### src/rtl/cla_seq_adder.sv
// Multi-cycle WIDTH-bit adder: operands are streamed LSB nibble first through a
// single 4-bit carry-lookahead slice, with the slice carry registered between nibbles.

module cla_adder (
  input  logic [3:0] A,
  input  logic [3:0] B,
  input  logic       CI,
  output logic [3:0] SUM,
  output logic       CO
);

  logic [3:0] g_s;
  logic [3:0] p_s;
  logic [4:0] c_s;

  assign g_s = A & B;
  assign p_s = A ^ B;

  // Two-level lookahead carries; every carry depends only on g/p and CI.
  always_comb begin
    c_s    = 5'd0;
    c_s[0] = CI;
    c_s[1] = g_s[0] | (p_s[0] & CI);
    c_s[2] = g_s[1] | (p_s[1] & g_s[0]) | (p_s[1] & p_s[0] & CI);
    c_s[3] = g_s[2] | (p_s[2] & g_s[1]) | (p_s[2] & p_s[1] & g_s[0])
           | (p_s[2] & p_s[1] & p_s[0] & CI);
    c_s[4] = g_s[3] | (p_s[3] & g_s[2]) | (p_s[3] & p_s[2] & g_s[1])
           | (p_s[3] & p_s[2] & p_s[1] & g_s[0])
           | (p_s[3] & p_s[2] & p_s[1] & p_s[0] & CI);
  end

  assign SUM = p_s ^ c_s[3:0];
  assign CO  = c_s[4];

endmodule

module cla_seq_adder #(
  parameter int WIDTH = 16
) (
  input  logic             CLK,
  input  logic             RST_N,
  input  logic             IN_VALID,
  output logic             IN_READY,
  input  logic [WIDTH-1:0] A,
  input  logic [WIDTH-1:0] B,
  input  logic             CI,
  output logic             OUT_VALID,
  input  logic             OUT_READY,
  output logic [WIDTH-1:0] SUM,
  output logic             CO,
  output logic             OVF
);

  localparam int NIBBLES = WIDTH / 4;
  localparam int IDXW    = (NIBBLES > 1) ? $clog2(NIBBLES) : 1;

  typedef enum logic [1:0] {
    IDLE = 2'd0,
    RUN  = 2'd1,
    DONE = 2'd2
  } state_t;

  state_t           state_q;
  logic [WIDTH-1:0] opa_q;
  logic [WIDTH-1:0] opb_q;
  logic [WIDTH-1:0] sum_q;
  logic             carry_q;
  logic             sign_a_q;
  logic             sign_b_q;
  logic [IDXW-1:0]  idx_q;
  logic [WIDTH-1:0] sum_out_q;
  logic             co_q;
  logic             ovf_q;

  logic [3:0]       slice_sum_s;
  logic             slice_co_s;
  logic [WIDTH-1:0] sum_d;
  logic [WIDTH-1:0] opa_d;
  logic [WIDTH-1:0] opb_d;
  logic [IDXW-1:0]  idx_d;
  logic             last_s;
  logic             ovf_d;

  cla_adder u_slice (
    .A   (opa_q[3:0]),
    .B   (opb_q[3:0]),
    .CI  (carry_q),
    .SUM (slice_sum_s),
    .CO  (slice_co_s)
  );

  // The newest slice result enters at the top, so after NIBBLES shifts the
  // first (LSB) nibble has reached bits [3:0].
  generate
    if (WIDTH == 4) begin : g_single
      assign sum_d = slice_sum_s;
    end else begin : g_multi
      assign sum_d = {slice_sum_s, sum_q[WIDTH-1:4]};
    end
  endgenerate

  // Datapath next values for one RUN step.
  always_comb begin
    opa_d  = opa_q >> 4;
    opb_d  = opb_q >> 4;
    idx_d  = idx_q + {{(IDXW-1){1'b0}}, 1'b1};
    last_s = (idx_q == IDXW'(NIBBLES - 1));
    ovf_d  = (sign_a_q == sign_b_q) & (sum_d[WIDTH-1] != sign_a_q);
  end

  // Control FSM with operand/partial-sum registers and registered results.
  always_ff @(posedge CLK or negedge RST_N) begin
    if (!RST_N) begin
      state_q   <= IDLE;
      opa_q     <= '0;
      opb_q     <= '0;
      sum_q     <= '0;
      carry_q   <= 1'b0;
      sign_a_q  <= 1'b0;
      sign_b_q  <= 1'b0;
      idx_q     <= '0;
      sum_out_q <= '0;
      co_q      <= 1'b0;
      ovf_q     <= 1'b0;
    end else begin
      case (state_q)
        IDLE: begin
          if (IN_VALID) begin
            opa_q    <= A;
            opb_q    <= B;
            carry_q  <= CI;
            sign_a_q <= A[WIDTH-1];
            sign_b_q <= B[WIDTH-1];
            idx_q    <= '0;
            state_q  <= RUN;
          end
        end
        RUN: begin
          sum_q   <= sum_d;
          carry_q <= slice_co_s;
          opa_q   <= opa_d;
          opb_q   <= opb_d;
          idx_q   <= idx_d;
          if (last_s) begin
            sum_out_q <= sum_d;
            co_q      <= slice_co_s;
            ovf_q     <= ovf_d;
            state_q   <= DONE;
          end
        end
        DONE: begin
          if (OUT_READY) begin
            state_q <= IDLE;
          end
        end
        default: begin
          state_q <= IDLE;
        end
      endcase
    end
  end

  assign IN_READY  = (state_q == IDLE);
  assign OUT_VALID = (state_q == DONE);
  assign SUM       = sum_out_q;
  assign CO        = co_q;
  assign OVF       = ovf_q;

endmodule
### config.mk
export PLATFORM = sky130hd
export DESIGN_NAME = cla_seq_adder
export DESIGN_NICKNAME = d
export VERILOG_FILES = /design/src/rtl/cla_seq_adder.sv
export SDC_FILE = /design/constraint.sdc
export NUM_CORES = 1
export LEC_CHECK = 0
export CAP_MARGIN = 20
export CORE_MARGIN = 3
export CORE_UTILIZATION = 46
export CTS_CLUSTER_SIZE = 24
export DETAILED_ROUTE_END_ITERATION = 16
export PLACE_DENSITY_LB_ADDON = 0.08
export SLEW_MARGIN = 20
export SYNTH_ARGS = -nofsm -noshare
export SYNTH_HDL_FRONTEND = slang
export SYNTH_SLANG_ARGS = --single-unit
### constraint.sdc
create_clock -name CLK -period 1.67 [get_ports CLK]
set_input_delay 0.334 -clock CLK [delete_from_list [all_inputs] [get_ports CLK]]
set_output_delay 0.334 -clock CLK [all_outputs]
set_load 0.05 [all_outputs]
## Word level (Yosys, flattened, before mapping)

Index checks and enable logic that the tools add are counted.

- Input port bits: 37
- Flip-flop bits (word level): 73
- Word-level logic and storage cells: 68
- Output and inout bits: 20

- Muxes and demuxes: 12
- Bitwise gates (word level): 30
- Add/subtract/negate cells: 1
- Eq/ne operators: 8
- Reduce and logical (&&, ||, !) cells: 6

Operators by type and width:

| operator | number |
|---|---|
| $pmux 16 s2 | 2 |
| $mux 16 | 2 |
| $and 1x1->1 | 17 |
| $or 1x1->1 | 10 |
| $mux 2 | 4 |
| $xor 4x4->4 | 2 |
| $pmux 2 s3 | 1 |
| $reduce_and 2->1 | 3 |
| $and 4x4->4 | 1 |
| $eq 2x2->1 const B | 2 |
| $ne 2x2->1 const B | 2 |
| $pmux 2 s2 | 1 |
| $reduce_and 3->1 | 1 |
| $add 2x1->2 const B | 1 |
| $eq 2x1->1 const B | 1 |
| $logic_not 2->1 | 1 |
| $ne 2x1->1 const B | 1 |
| $pmux 1 s2 | 1 |
| $reduce_bool 2->1 | 1 |
| $eq 1x1->1 | 1 |
| $mux 1 | 1 |
| $ne 1x1->1 | 1 |

## Logic depth before layout (Yosys ltp)

Gate-level depths: netlist of run 1.

- Word-level depth: 8
- Gate-level depth with buffers: 6
- Mapped depth without buffers: 5

## Cells and area by module

Synthesis of run 1 repeated with hierarchy kept, for this count alone.

- Cells, all modules: 257
- Area total of the unflattened synthesis: 3095.5 um^2

Modules (own cells, without submodules):

| module | cells each | area each (um^2) | sequential area each (um^2) | times used |
|---|---|---|---|---|
| cla_seq_adder | 240 | 2947.8 | 1726.7 | 1 |
| cla_adder | 17 | 147.6 | 0.0 | 1 |

## Worst setup path after synthesis of run 1

No wires, ideal clock.

- Path kind: register to register
- Start: reg opa_q[0]
- End: reg ovf_q (netlist: OVF)
- Data required time: 1.590 ns
- Data arrival time: 1.542 ns
- Setup time: 0.080 ns
- Stages on the path, launching flop included: 6
- Period minus slack after synthesis: 1.622 ns
- Buffers on the path: 0
- Setup slack: 0.048 ns
- Cells stage by stage: dfrtp_1 ha_1 a21o_1 and4_4 or3_4 o211ai_2

- Longest elaborated chain between the ends: 7
- Elaborated cells between the ends (all ways): 10
- Those cells by class: eq/ne: 1; bitwise: 9

Ends and longest elaborated chain:

| item | RTL line | RTL |
|---|---|---|
| from (decl) | 64 | `logic [WIDTH-1:0] opa_q;` |
| from (signal assigned) | 141 | `opa_q <= opa_d;` |
| $and 4x4->4 or $xor 4x4->4 (tied branches) | 16, 17 |  |
| $and 1x1->1, on equally long branches | 25, 26 |  |
| $or 1x1->1 or $and 1x1->1 (tied branches) | 25, 26 |  |
| $or 1x1->1 * | 26 | `\| (p_s[2] & p_s[1] & p_s[0] & CI);` |
| $xor 4x4->4 * | 32 | `assign SUM = p_s ^ c_s[3:0];` |
| $ne 1x1->1 * | 108 | `ovf_d = (sign_a_q == sign_b_q) & (sum_d[WIDTH-1] != sign_a_q);` |
| $and 1x1->1 * | 108 |  |
| to (signal assigned) | 147 | `ovf_q <= ovf_d;` |
| to (decl) | 73 | `logic ovf_q;` |

Every way passes the cells marked *; elsewhere a longest branch is shown, timed or not.
A chain may end at the register's enable or synchronous reset.

## Final worst setup path of run 1

- Start: reg opa_q[0]
- End: reg sum_q[14]

- Longest elaborated chain between the ends: 5
- Elaborated cells between the ends (all ways): 8
- Those cells by class: bitwise: 8

Ends and longest elaborated chain:

| item | RTL line | RTL |
|---|---|---|
| $and 4x4->4 or $xor 4x4->4 (tied branches) | 16, 17 |  |
| $and 1x1->1 | 24 | `c_s[2] = g_s[1] \| (p_s[1] & g_s[0]) \| (p_s[1] & p_s[0] & CI);` |
| $or 1x1->1 or $and 1x1->1 (tied branches) | 24 |  |
| $or 1x1->1 * | 24 |  |
| $xor 4x4->4 * | 32 |  |
| to (signal assigned) | 139 | `sum_q <= sum_d;` |
| to (decl) | 66 | `logic [WIDTH-1:0] sum_q;` |

Marks and branches as above.

==> flow_metrics.py, run 1 <==
metrics = {
    "power": {
        "leakagePower_nw": 1.813,
        "switching_power_mw": 3.308,
        "p_clk_frac": 0.153,
        "p_comb_frac": 0.487,
        "powerDensity_nw_per_um2": 1984,
        "ir_drop_uv": 1203,
        "p_sw_frac": 0.4199,
        "p_int_mw": 4.569,
        "p_total_mw": 7.877,
        "pwr-share-seq": 0.359,
    },
    "logic_synthesis": {
        "seq_area_frac_synth": 0.5760,
        "synthesis.nets": 323,
        "yosysWarnings": 0,
        "synthCells": 280,
        "synth_area_um2": 2998,
        "synth_flop_cell": "dfrtp_1",
        "async_reset_ff_frac": 1.000,
        "syn_avg_cell_area_um2": 10.71,
        "synth_top_area_frac": 0.5760,
        "yosys-top-cells-area": "dfrtp_1 (58%), nand2_1 (9.3%), mux2i_1 (7.3%), o21ai_1 (6.5%), mux2_1 (2.6%)",
        "synth-seq-cells": 69,
        "synth_top_area_cell": "dfrtp_1",
        "synth_cell_types": 33,
        "synth-edff-count": 0,
    },
    "sta": {
        "fin_ws_ns": 0.05867,
        "slew_violations": 0,
        "fmax_mhz": 620.6,
        "clock_skew_ns": 0.009783,
        "setup_viol": 0,
        "rsz0062_at_grt": "true",
        "fin_crit_sh": 0.9649,
        "hold_viol_final": 0,
        "slew_headroom": 0.6922,
        "worstMarginPinSlew_ns": 0.4617,
        "tns_ns": 0,
        "min_period_ns": 1.611,
    },
    "critical_path": {
        "crit_required_ns": 1.89,
        "worst-path-buf-inv": 1,
        "cp-startpoint": "opa_q[0]",
        "crit_slowest_cell": "dfrtp_1",
        "path_delay_family": "compound AO/OA/AOI/OAI gates",
        "cp-start-kind": "flip-flop",
        "max_stage_delay_ns": 0.39,
        "end_kind": "flip-flop",
        "cp.arrival_ns": 1.83,
        "cp_cell_sequence": "ha_1 > a21o_1 > buf_4 > a21oi_4 > xor2_2 > o21ai_1",
        "critPathMaxFanout": 2,
        "r2r_start": "opa_q[0]",
        "path_class": "reg -> reg",
        "ff2ff_path_depth": 6,
        "cp_num_cells": 6,
    },
    "die": {
        "start_util": 0.4890,
        "fp.coreArea_um2": 6131,
        "die_x_um": 86.73,
        "die_area_um2": 7522,
        "rows": 28,
        "num_io_pins": 57,
        "die_h_um": 86.73,
    },
    "layout": {
        "postLayoutCoreUtil": 0.6476,
        "mostFrequentLayoutCell": "nand2_1",
        "area_growth_pct": 32.43,
        "drive_gt1_frac": 0.1932,
        "layout_common_cells": "nand2_1 (74), dfrtp_1 (69), o21ai_1 (39)",
        "antennaDiodeCount": 0,
        "nNetsFinal": 390,
        "fin_area_um2": 3970,
    },
    "cts": {
        "clock_path_buffers": 2,
        "clk_pin_slew_ns": 0.08,
        "htree_levels": 3,
        "root_buffer": "clkbuf_8",
        "clkSinkCount": 69,
        "tritoncts": "done",
        "numCtsBuffers": 9,
        "clk_latency_ns": 0.34,
    },
    "placement": {
        "place_area_um2": 3719,
        "place_ws_ns": -0.03213,
        "gp_congestion": 0.8432,
        "io_buffers": 56,
        "dpl.hpwl_mm": 4.205,
    },
    "global_routing": {
        "grt_pass1_wl_mm": 10.09,
        "grt_usage": 0.1756,
        "grt_pass1_vias": 2027,
        "grt_max_degree": 50,
        "antenna_found_initial": 0,
        "gr-total-overflow": 0,
    },
    "route": {
        "dr.pass1.iters": 4,
        "viasPerCell": 5.023,
        "final_antenna_net_count": 0,
        "drcViolationCount": 0,
        "drt_wl_total_mm": 6.053,
        "drt_iter0_drc": 130,
        "num_vias": 2145,
        "post_drt_wl_per_cell_um": 14.18,
    },
    "flow_run": {
        "drv_cap": 0,
    },
    "hold_path": {
        "hp-class": "in -> async",
    },
    "run_status": {
        "status": "complete, no violations",
    },
}
==> kinds of logic (layout without fill, tap and decap cells) <==
family                     Yosys count  after routing  synth area share
xor gates and xnor gates             2              2          0.005844
adders and majority gates            6              6           0.02755
muxes                               36             36            0.1260
AOI/OAI and AO/OA                   57             57            0.1052
and+or+nand+nor                     90             90            0.1248
DFF                                 69             69            0.5760
buffers and inverters               20             92           0.03464
==> metal layers <==
layer / track usage / vias to the layer above / wire length [µm]
met5: 0 / - / 0
met4: 0.08924 / 0 / 115
met3: 0.03897 / 10 / 282
li1: - / 1079 / -
met2: 0.2427 / 50 / 2676
met1: 0.2584 / 1006 / 2978
==> final cells by class <==
cell class / instances / area [µm²]
repair buffers: 72 / 728.2
clock buffers: 11 / 141.4
well taps: 75 / 93.84
clock inverters: 5 / 36.28
multi-input cells: 191 / 1229
inverters: 4 / 15.01
fillers: 505 / 2161
flip-flops and latches: 69 / 1727
==> per-stage QoR <==
stage	hold WS [ns]	std cells
after CTS	0.4747	426
after detailed placement	0.3099	408
after floorplan	0.03841	280
after global placement	0.2986	408
after global routing	0.4899	427
final	0.4766	427
==> final timing paths <==
path,to,slack [ns]
min in group CLK,sum_q[7],0.48
hold / removal,opb_q[11],0.48
setup reg to reg,sum_q[14],0.06
max in group asynchronous,sign_a_q,0.68
setup / recovery,sum_q[14],0.06
hold reg to reg,sum_q[7],0.48
==> registers in the layout, summed over array words and instances, names as in the netlist <==
register and cells:
SUM 16, opa_q 16, opb_q 16, sum_q 12, idx_q 2, state_q 2
CO 1, OVF 1, carry_q 1, sign_a_q 1, sign_b_q 1
==> Yosys cell counts, types with 2 or more instances <==
library cell,count
nor2b_1,2
buf_2,8
o21ai_0,5
mux2_2,7
a21oi_1,4
nor2_1,6
inv_1,4
mux2_1,7
ha_1,5
mux2i_1,22
o21ai_1,39
nand2_1,74
dfrtp_1,69
nand2b_1,2
clkbuf_1,5
a22o_1,2
buf_6,2
xor2_1,2
==> worst register-to-register path: stages (launching register included) <==
cell	delay, ns
dfrtp_1	0.39
ha_1	0.31
a21o_1	0.19
buf_4	0.15
a21oi_4	0.16
xor2_2	0.20
o21ai_1	0.09
==> repair_timing <==
action | CTS | global route
hold buffers | 1 | 0
endpoints found under the hold margin | 15 | 0
buffers inserted | 1 | 1
gates resized for setup | 2 | 4
setup endpoints to repair | 2 | 7
pin swaps | 3 | 8
==> power by group through the flow <==
stage	registers (mW)	clock network, mW	logic (mW)
2_1_floorplan	3.36	0	1.99
3_3_place_gp	2.82	0	3.68
3_5_place_dp	2.84	0	3.73
4_1_cts	2.83	1.25	3.81
5_1_grt	2.93	1.32	4.22
6_report	2.83	1.21	3.84
Note: power is estimated with default switching activity, not from simulation.
==> run 2, diff against run 1 <==
--- a/config.mk
+++ b/config.mk
@@ -11,7 +11,6 @@
 export CTS_CLUSTER_SIZE = 24
 export DETAILED_ROUTE_END_ITERATION = 16
 export PLACE_DENSITY_LB_ADDON = 0.08
-export SLEW_MARGIN = 20
 export SYNTH_ARGS = -nofsm -noshare
 export SYNTH_HDL_FRONTEND = slang
 export SYNTH_SLANG_ARGS = --single-unit
==> results of run 2 <==
Final layout, timing and power as in run 1 (identical DEF).
==> run 3, diff against run 2 <==
--- a/config.mk
+++ b/config.mk
@@ -6,10 +6,13 @@
 export NUM_CORES = 1
 export LEC_CHECK = 0
 export CAP_MARGIN = 20
+export CELL_PAD_IN_SITES_DETAIL_PLACEMENT = 1
+export CELL_PAD_IN_SITES_GLOBAL_PLACEMENT = 2
 export CORE_MARGIN = 3
-export CORE_UTILIZATION = 46
+export CORE_UTILIZATION = 30
 export CTS_CLUSTER_SIZE = 24
 export DETAILED_ROUTE_END_ITERATION = 16
+export MAX_ROUTING_LAYER = met4
 export PLACE_DENSITY_LB_ADDON = 0.08
 export SYNTH_ARGS = -nofsm -noshare
 export SYNTH_HDL_FRONTEND = slang
==> flow_metrics.py, run 3 (synthesis results as in run 1) <==
metrics = {
    "run_status": {
        "status": "finished with violations",
        "violations": "negative hold slack",
    },
    "power": {
        "ir_drop_uv": 685.1,
        "powerDensity_nw_per_um2": 2022,
        "p_total_mw": 8.095,
        "p_sw_frac": 0.4218,
        "p_clk_frac": 0.172,
        "leakagePower_nw": 1.805,
        "p_int_mw": 4.680,
        "pwr-share-seq": 0.351,
        "switching_power_mw": 3.415,
        "p_comb_frac": 0.477,
    },
    "die": {
        "num_io_pins": 57,
        "die_x_um": 106.0,
        "die_area_um2": 11230,
        "fp.coreArea_um2": 9459,
        "die_h_um": 106.0,
        "rows": 35,
        "start_util": 0.3169,
    },
    "layout": {
        "layout_common_cells": "nand2_1 (74), dfrtp_1 (69), o21ai_1 (38)",
        "fin_area_um2": 4004,
        "drive_gt1_frac": 0.1886,
        "fillers": 1083,
        "nNetsFinal": 389,
        "area_growth_pct": 33.56,
        "final_cells": 479,
        "mostFrequentLayoutCell": "nand2_1",
        "antennaDiodeCount": 0,
    },
    "critical_path": {
        "critPathMaxFanout": 3,
        "cp.arrival_ns": 1.90,
        "cp-start-kind": "flip-flop",
        "crit_required_ns": 1.94,
        "path_class": "reg -> reg",
        "end_kind": "flip-flop",
    },
    "global_routing": {
        "grt_max_degree": 70,
        "grt_pass1_vias": 2382,
        "grt_usage": 0.1390,
        "antenna_found_initial": 0,
        "grt_pass1_wl_mm": 11.95,
        "gr-total-overflow": 0,
    },
    "cts": {
        "clk_latency_ns": 0.35,
        "cts_setup_buffers": 0,
        "clkSinkCount": 69,
        "clock_path_buffers": 2,
        "tritoncts": "done",
        "root_buffer": "clkbuf_8",
        "hold_buffers": 0,
        "clk_pin_slew_ns": 0.08,
        "htree_levels": 3,
        "numCtsBuffers": 9,
    },
    "route": {
        "dr.pass1.iters": 4,
        "drt_iter0_drc": 49,
        "drt_wl_total_mm": 7.170,
        "post_drt_wl_per_cell_um": 14.97,
        "drcViolationCount": 0,
        "final_antenna_net_count": 0,
        "num_vias": 2221,
        "viasPerCell": 4.637,
    },
    "sta": {
        "clock_skew_ns": 0.007343,
        "tns_ns": 0,
        "rsz0062_at_grt": "true",
        "hold_viol_final": 2,
        "fmax_mhz": 616.0,
        "slew_violations": 0,
        "min_period_ns": 1.623,
        "worstMarginPinSlew_ns": 0.3744,
        "fin_ws_ns": 0.04654,
        "slew_headroom": 0.7495,
        "whs_ns": -0.002705,
        "setup_viol": 0,
        "fin_crit_sh": 0.9721,
    },
    "placement": {
        "place_area_um2": 3776,
        "gp_congestion": 0.7578,
        "io_buffers": 56,
        "dpl.hpwl_mm": 4.995,
        "place_ws_ns": -0.1336,
        "placed_cells": 464,
    },
    "hold_path": {
        "hp-class": "in -> async",
    },
    "flow_run": {
        "drv_cap": 0,
    },
}
## run 3: path summary, 6_finish.rpt
path / slack, ns / start / end / cells past startpoint
worst min-delay path: -0.003 / RST_N / SUM[11] / 2
min in group CLK: 0.48 / sum_q[4] / sum_q[4] / 2
max in group asynchronous: 1.37 / RST_N / opa_q[8] / 2
worst min register to register: 0.48 / sum_q[4] / sum_q[4] / 2
worst max register to register: 0.05 / opa_q[0] / OVF / 5
worst max-delay path: 0.05 / opa_q[0] / OVF / 5
## run 3: power by group through the flow
| stage | clock network, mW | registers [mW] | logic, mW |
|---|---|---|---|
| floorplan | 0 | 3.36 | 1.99 |
| global placement | 0 | 2.85 | 3.80 |
| detailed placement | 0 | 2.87 | 3.86 |
| CTS | 1.44 | 2.85 | 3.92 |
| global route | 1.50 | 2.95 | 4.29 |
| finish | 1.39 | 2.84 | 3.86 |
## run 3: critical path, cell delays in order, from the launching register on
cell and delay, ns:
dfrtp_1 0.39, ha_1 0.31, a21o_1 0.18, and4_4 0.19, or3_4 0.35, o211ai_2 0.14
## run 3: routing by layer
layer	wire [µm]	up-vias	global-route usage
met4	104	0	0.05828
met3	241	11	0.02611
met2	3329	36	0.2122
met5	0	-	-
li1	-	1075	-
met1	3495	1099	0.1825
## run 3: what timing repair did
action / CTS / global route
resized for setup: 1 / 2
pin swaps: 4 / 2
hold endpoints to repair: 0 / 0
endpoints found under the setup margin: 2 / 5
## run 3: through the flow
stage / utilization / hold WS (ns)
4_1_cts: 0.4216 / 0.009225
3_3_place_gp: 0.3992 / 0.3994
6_report: 0.4233 / -0.002705
2_1_floorplan: - / 0.03841
5_1_grt: 0.4233 / 0.02207
3_5_place_dp: 0.3992 / 0.3952
## run 3: layout make-up
type | count | area, µm² | area share
inverter | 4 | 15.01 | 0.003750
timing repair buffer | 71 | 693.2 | 0.1731
multi-input combinational | 191 | 1209 | 0.3019
sequential | 69 | 1727 | 0.4313
clock inverter | 5 | 61.31 | 0.01531
tap | 129 | 161.4 | 0.04031
clock buffer | 10 | 137.6 | 0.03438
